`src/rtl/program_loader.sv`:
```
// program_loader: streams a length-prefixed program into the computer's ROM through
// its programming port, then pulses the CPU reset so execution restarts at unit 0.
module program_loader #(
  parameter int SEND_CYCLES = 2
) (
  input  logic       clk,
  input  logic       rst,
  input  logic       start,
  input  logic [7:0] in_data,
  input  logic       in_valid,
  output logic       in_ready,
  output logic       rstROM,
  output logic       edit,
  output logic [7:0] unit,
  output logic [7:0] code,
  output logic       send,
  output logic       cpu_rst,
  output logic       busy,
  output logic       done,
  output logic [7:0] count
);

  typedef enum logic [2:0] {
    IDLE,
    CLEAR,
    GETLEN,
    GETBYTE,
    SEND,
    GAP,
    RELEASE
  } state_t;

  state_t     state;
  state_t     nstate;
  logic [7:0] remaining;
  logic [7:0] nremaining;
  logic [7:0] nunit;
  logic [7:0] ncode;
  logic [7:0] ncount;
  logic [3:0] sendcnt;
  logic [3:0] nsendcnt;
  logic       xfer;

  assign xfer = in_valid && in_ready;

  // Next-state and datapath updates; unit/count are cleared on the way into CLEAR
  // so they already read 0 while the ROM is being erased.
  always_comb begin
    nstate     = state;
    nremaining = remaining;
    nunit      = unit;
    ncode      = code;
    ncount     = count;
    nsendcnt   = sendcnt;
    case (state)
      IDLE: begin
        if (start) begin
          nstate = CLEAR;
          nunit  = 8'd0;
          ncount = 8'd0;
        end
      end
      CLEAR: nstate = GETLEN;
      GETLEN: begin
        if (xfer) begin
          nremaining = in_data;
          nstate     = (in_data == 8'd0) ? RELEASE : GETBYTE;
        end
      end
      GETBYTE: begin
        if (xfer) begin
          ncode    = in_data;
          nsendcnt = 4'd0;
          nstate   = SEND;
        end
      end
      SEND: begin
        if (sendcnt == 4'(SEND_CYCLES - 1)) nstate = GAP;
        else nsendcnt = sendcnt + 4'd1;
      end
      GAP: begin
        nunit      = unit + 8'd1;
        ncount     = count + 8'd1;
        nremaining = remaining - 8'd1;
        nstate     = (remaining == 8'd1) ? RELEASE : GETBYTE;
      end
      RELEASE: nstate = IDLE;
      default: nstate = IDLE;
    endcase
  end

  // Port strobes are decoded from the next state and registered, so each one
  // lines up exactly with the state it belongs to.
  always_ff @(posedge clk) begin
    if (rst) begin
      state     <= IDLE;
      remaining <= 8'd0;
      sendcnt   <= 4'd0;
      unit      <= 8'd0;
      code      <= 8'd0;
      count     <= 8'd0;
      in_ready  <= 1'b0;
      rstROM    <= 1'b0;
      edit      <= 1'b0;
      send      <= 1'b0;
      cpu_rst   <= 1'b0;
      busy      <= 1'b0;
      done      <= 1'b0;
    end else begin
      state     <= nstate;
      remaining <= nremaining;
      sendcnt   <= nsendcnt;
      unit      <= nunit;
      code      <= ncode;
      count     <= ncount;
      in_ready  <= (nstate == GETLEN) || (nstate == GETBYTE);
      rstROM    <= (nstate == CLEAR);
      edit      <= (nstate == CLEAR) || (nstate == GETLEN) || (nstate == GETBYTE) ||
                   (nstate == SEND) || (nstate == GAP);
      send      <= (nstate == SEND);
      cpu_rst   <= (nstate == RELEASE);
      busy      <= (nstate != IDLE);
      done      <= (nstate == RELEASE);
    end
  end

endmodule

```
`config.mk`:
```
export PLATFORM = sky130hd
export DESIGN_NAME = program_loader
export DESIGN_NICKNAME = d
export VERILOG_FILES = /design/src/rtl/program_loader.sv
export SDC_FILE = /design/constraint.sdc
export NUM_CORES = 1
export LEC_CHECK = 0
export BUFFER_PORTS_ARGS = -buffer_cell sky130_fd_sc_hd__buf_4
export CAP_MARGIN = 5
export CORE_MARGIN = 10
export CORE_UTILIZATION = 40
export CTS_BUF_LIST = sky130_fd_sc_hd__clkbuf_4 sky130_fd_sc_hd__clkbuf_8 sky130_fd_sc_hd__clkbuf_16
export CTS_CLUSTER_SIZE = 30
export DETAILED_ROUTE_END_ITERATION = 10
export MAX_ROUTING_LAYER = met4
export SLEW_MARGIN = 10
export SYNTH_ARGS = -nofsm -noshare
export SYNTH_HDL_FRONTEND = slang
export SYNTH_SLANG_ARGS = --single-unit
```
`constraint.sdc`:
```
create_clock -name clk -period 2.2 [get_ports clk]
set_input_delay 0.11 -clock clk [delete_from_list [all_inputs] [get_ports clk]]
set_output_delay 0.11 -clock clk [all_outputs]
set_load 0.05 [all_outputs]
```
# --- Yosys cells after proc, flatten, opt, wreduce, memory -nomap -nowiden ---
# Index checks and enable logic that the tools add are counted.
totals:
  wordCells: 64
  ff_bits: 45
  output_inout_bits: 31
classes:
  muxes: 15
  n_eq_ne: 17
  n_addsub: 4
  reduce_logical: 16
ops:
  columns: ["cell", "n"]
  rows:
  - ["$pmux W8 S2", 3]
  - ["$mux W3", 6]
  - ["$pmux W3 S6", 1]
  - ["$add A8 B1 Y8 const B", 2]
  - ["$mux W8", 2]
  - ["$eq A3 B3 Y1 const B", 5]
  - ["$eq A3 B2 Y1 const B", 4]
  - ["$eq A8 B1 Y1 const B", 1]
  - ["$logic_not A8 Y1", 1]
  - ["$mux W4", 2]
  - ["$ne A2 B2 Y1 const B", 4]
  - ["$pmux W4 S2", 1]
  - ["$sub A8 B1 Y8 const B", 1]
  - ["$eq A3 B1 Y1 const B", 2]
  - ["$reduce_and A2 Y1", 3]
  - ["$reduce_bool A2 Y1", 3]
  - ["$logic_or A1 B1 Y1", 5]
  - ["$add A4 B1 Y4 const B", 1]
  - ["$eq A4 B1 Y1 const B", 1]
  - ["$logic_not A3 Y1", 1]
  - ["$reduce_and A3 Y1", 1]
  - ["$reduce_bool A3 Y1", 1]
  - ["$logic_and A1 B1 Y1", 1]

# --- Depth between registers and ports, before layout ---
logic_depth:
  word_depth: 9
  ltp_mapped: 7
  mapped_depth_nobuf: 7

# --- Least setup slack after synthesis ---
# OpenSTA, ideal clock, no wires.
synth_timing:
  path_type: "reg-to-reg"
  start: "register in_ready"
  end: "register sendcnt[3]"
  t_required_ns: 2.128
  setup_slack_ns: 0.399
  stages_incl_launch_ff: 6
  arrival_ns: 1.730
  n_path_buf: 0
  cell_sequence: "dfxtp_1 nand4b_4 nand2b_4 o2111a_1 nor3_2 mux2i_1"
synth_between:
  elab_chain_len: 3
synth_rtl:
  columns: ["element", "line", "text"]
  rows:
  - ["start: declaration", "11", "output logic in_ready,"]
  - ["start signal: assignment", "116", "in_ready <= (nstate == GETLEN) || (nstate == GETBYTE);"]
  - ["$logic_and A1 B1 Y1", "44", "assign xfer = in_valid && in_ready;"]
  - ["$ne A2 B2 Y1 (no line)", null, null]
  - ["$reduce_and A3 Y1 (no line)", null, null]
  - ["end signal: assignment", "112", "sendcnt <= nsendcnt;"]
  - ["end: declaration", "40", "logic [3:0] sendcnt;"]
# No other way between the ends.
# A chain may end at the register's enable or synchronous reset.

# --- Final worst setup path ---
layout_timing:
  start: "register state[0]"
  end: "register count[7]"
layout_between:
  elab_chain_len: 3
  word_cells_on_any_way: 6
  cone_classes: "2 x eq/ne; 1 x mux; 3 x reduce/logical"
layout_rtl:
  columns: ["element", "line", "text"]
  rows:
  - ["start: declaration", "33", "state_t state;"]
  - ["start signal: assignment", "110", "state <= nstate;"]
  - ["$eq A3 B3 Y1 / $logic_not A3 Y1 (equally long branches)", "55", "case (state)"]
  - ["$reduce_bool A2 Y1 (no line) / $ne A2 B2 Y1 (equally long branches)", null, null]
  - ["$reduce_and A2 Y1 (no line)", null, null]
  - ["end signal: assignment", "115", "count <= ncount;"]
  - ["end: declaration", "20", "output logic [7:0] count"]
# Several ways; a longest one is shown, not always the timed one.

==> results.py <==
metrics = {
    "synthesis": {
        "avgSynthCellArea_um2": 9.02,
        "syn-num-nets": 265,
        "ys.warnings.count": 0,
        "netlist_instances": 247,
        "synthFlopType": "dfxtp_1",
        "netlist-cell-type-count": 52,
        "synth_area_mm2": 0.00223,
        "ys_async_sr_fraction_pct": 0,
        "ys_seq_area_share_pct": 40.4,
        "ys_seq_elements": 45,
        "synth_edf_count": 0,
    },
    "clocking": {
        "cts_hold_buf": 0,
        "cts_resized": 0,
        "root_buffer": "clkbuf_8",
        "h-tree-depth": 2,
        "clk_path_buf_depth": 2,
        "cts_tree": "done",
        "clock_latency_ps": 290,
        "cts_setup_buffers": 0,
        "numCtsBuffers": 5,
        "path_clk_slew_ps": 90,
        "cts_sinks": 45,
    },
    "global_routing": {
        "overflow": 0,
        "met2_usage_pct": 18.3,
        "grt_start_max_net_pins": 43,
        "use_met1_pct": 14.6,
        "grt_first_pass_wirelength_um": 8540,
        "antenna_found_initial": 0,
        "grt_pass1_vias": 1843,
        "grtUsageTotal_pct": 11.9,
        "top_usage_layer": "met2",
        "grt_use_met3_pct": 2.93,
    },
    "worst_hold_path": {
        "hp-class": "primary input to flop",
        "hold_depth": 3,
    },
    "critical_path": {
        "worstPathCellList": "nand3b_4 -> nor3_2 -> nand3_1 -> mux2_1 -> nor2_1",
        "reg2reg_from": "state[0]",
        "crit_start": "state[0]",
        "r2r_slack_ps": 340,
        "critPathKind": "flop to flop",
        "crit_family": "simple AND/OR/NAND/NOR gates",
        "path_depth": 5,
        "worstSetupEndpoint": "count[7]",
        "cp_num_buf_inv": 0,
        "worst-endpoint-required_ps": 2430,
        "ff2ff_path_depth": 5,
        "slowest_stage": "dfxtp_1",
        "worstReg2RegEnd": "count[7]",
        "cp.arrival_ps": 2090,
        "critPathMaxStageDelay_ps": 620,
        "cp-end-kind": "flop",
        "worstPathMaxFanout": 20,
        "start_kind": "flop",
    },
    "final_layout": {
        "drive_above_1_share_pct": 24.6,
        "diodes": 0,
        "final_area_mm2": 0.00265,
        "finalNetCount": 302,
        "multiInputGateArea_mm2": 0.00121,
        "fin_util_pct": 48.7,
        "fill_cells": 548,
        "area_delta_synth_final_pct": 18.9,
        "regArea_um2": 901,
    },
    "placement": {
        "gp_congestion": 0.804,
        "port_buffers": 42,
        "post-dp-hpwl_um": 3620,
        "place_area_mm2": 0.00256,
    },
    "pwr": {
        "power_frac_seq_pct": 55.5,
        "ir_drop_mv": 0.307,
        "leakagePower_nw": 1.13,
        "switching_share_pct": 25.0,
        "powerDensity_mw_per_mm2": 575,
        "clkPwrFrac_pct": 34.9,
        "p_switching_uw": 381,
        "p_comb_share_pct": 9.6,
        "power.total_mw": 1.52,
        "cell_internal_pwr_mw": 1.14,
    },
    "floorplanning": {
        "die_area_mm2": 0.00895,
        "ios": 43,
        "core_mm2": 0.00544,
        "rows": 27,
        "initial_core_util_pct": 40.9,
        "die_height_um": 94.6,
        "die_w_um": 94.6,
    },
    "routing": {
        "first_iter_violations": 89,
        "num_vias": 1896,
        "drc": 0,
        "wl_per_cell_um": 14.0,
        "drtPass1Iterations": 5,
        "drt-total-wl_um": 4990,
        "vias_per_cell": 5.33,
        "ant_nets": 0,
    },
    "sta": {
        "setup_viol": 0,
        "finalHoldViolations": 0,
        "holdWs_ps": 66.3,
        "drv_slew": 0,
        "worstMarginPinSlew_ps": 678,
        "rsz0062_at_grt": "no",
        "min_period_over_period_pct": 84.6,
        "timing.fmax_mhz": 537,
        "fin_skew_ps": 10.5,
        "period_minus_slack_ps": 1860,
        "final.setup.tns_ps": 0,
        "slew_headroom_pct": 54.6,
    },
    "flow_run": {
        "drv_cap": 0,
    },
    "outcome": {
        "outcome": "completed",
    },
}
## state kept, by name, indices dropped and copies added (netlist names)
register,flops
done,1
send,1
busy,1
edit,1
remaining,8
unit,8
rstROM,1
count,8
in_ready,1
state,3
code,8
sendcnt,4
## cell usage after synthesis, types with 3 or more instances
library cell,instances,area [µm²]
a31oi_1,3,18.8
nor2_2,3,18.8
nand2b_1,4,25.0
nand3b_1,3,22.5
clkbuf_1,4,15.0
inv_1,9,33.8
ha_1,6,75.1
a21oi_1,17,85.1
nor2_1,43,161
a211oi_1,4,30.0
mux2i_1,10,100
nor3b_1,3,22.5
nor4_1,5,31.3
a22oi_1,3,22.5
dfxtp_1,45,901
buf_2,3,15.0
buf_4,4,30.0
or3_1,4,25.0
mux2_1,4,45.0
nand3_1,11,55.1
o21ai_0,9,45.0
nand2_1,11,41.3
## worst reg2reg max path: cells and delay by family (launching register included)
| kind | cells | cell delay [ps] |
|---|---|---|
| muxes | 1 | 310 |
| and+or+nand+nor | 4 | 860 |
| DFF | 1 | 620 |
## through the flow
stage,std cells,worst slack (ps)
final,356,338
after global routing,356,164
after CTS,356,309
after detailed placement,349,327
after global placement,349,383
after floorplan,247,399
## metal layers
metal	vias to the layer above	part of all wire, %
li1	962	-
met3	7	4.4
met4	0	1.7
met5	-	0
met2	33	44
met1	894	50
## layout by cell type (no fill, tap or decap), drive strengths merged, types with 7 or more instances in the layout
cell | Yosys | final
nor2 | 46 | 46
dfxtp | 45 | 45
buf | 9 | 43
a21oi | 17 | 17
nand3 | 12 | 12
nand2 | 11 | 11
o21ai | 11 | 11
mux2i | 10 | 10
inv | 9 | 9
clkbuf | 4 | 7
nor4 | 7 | 7
## kinds of logic (layout without fill, tap and decap cells)
kind of cell	after synthesis	after routing	share of synthesized area (%)
flip-flops	45	45	40.4
adder cells (fa/ha/maj)	6	6	3.37
buffers and inverters	22	59	5.22
AND/OR/NAND/NOR	106	106	27.8
multiplexers	14	14	6.52
AO/OA/AOI/OAI	54	54	16.6
## final cells by class
cell class | count | share of cell area (%)
inverters | 9 | 1.28
repair buffers | 43 | 12.2
flip-flops and latches | 45 | 34.0
multi-input cells | 180 | 45.7
well taps | 72 | 3.40
clock buffers | 7 | 3.40
## how the worst min path moves through the flow
| stage | end | start | slack [ps] |
|---|---|---|---|
| after floorplan | state[0] | rst | 190 |
| after global placement | code[5] | in_data[5] | 370 |
| after detailed placement | code[1] | in_data[1] | 380 |
| after CTS | code[3] | in_data[3] | 70 |
| after global routing | code[6] | in_data[6] | 80 |
| final | code[6] | in_data[6] | 70 |
## power groups by stage
stage | Clock, mW | Sequential [mW] | Combinational (mW)
final | 0.531 | 0.844 | 0.146
after global routing | 0.578 | 0.847 | 0.161
after CTS | 0.547 | 0.844 | 0.148
after detailed placement | 0 | 0.863 | 0.147
after global placement | 0 | 0.863 | 0.147
after floorplan | 0 | 0.881 | 0.0806
No activity file was read; power rests on OpenSTA's default activity.
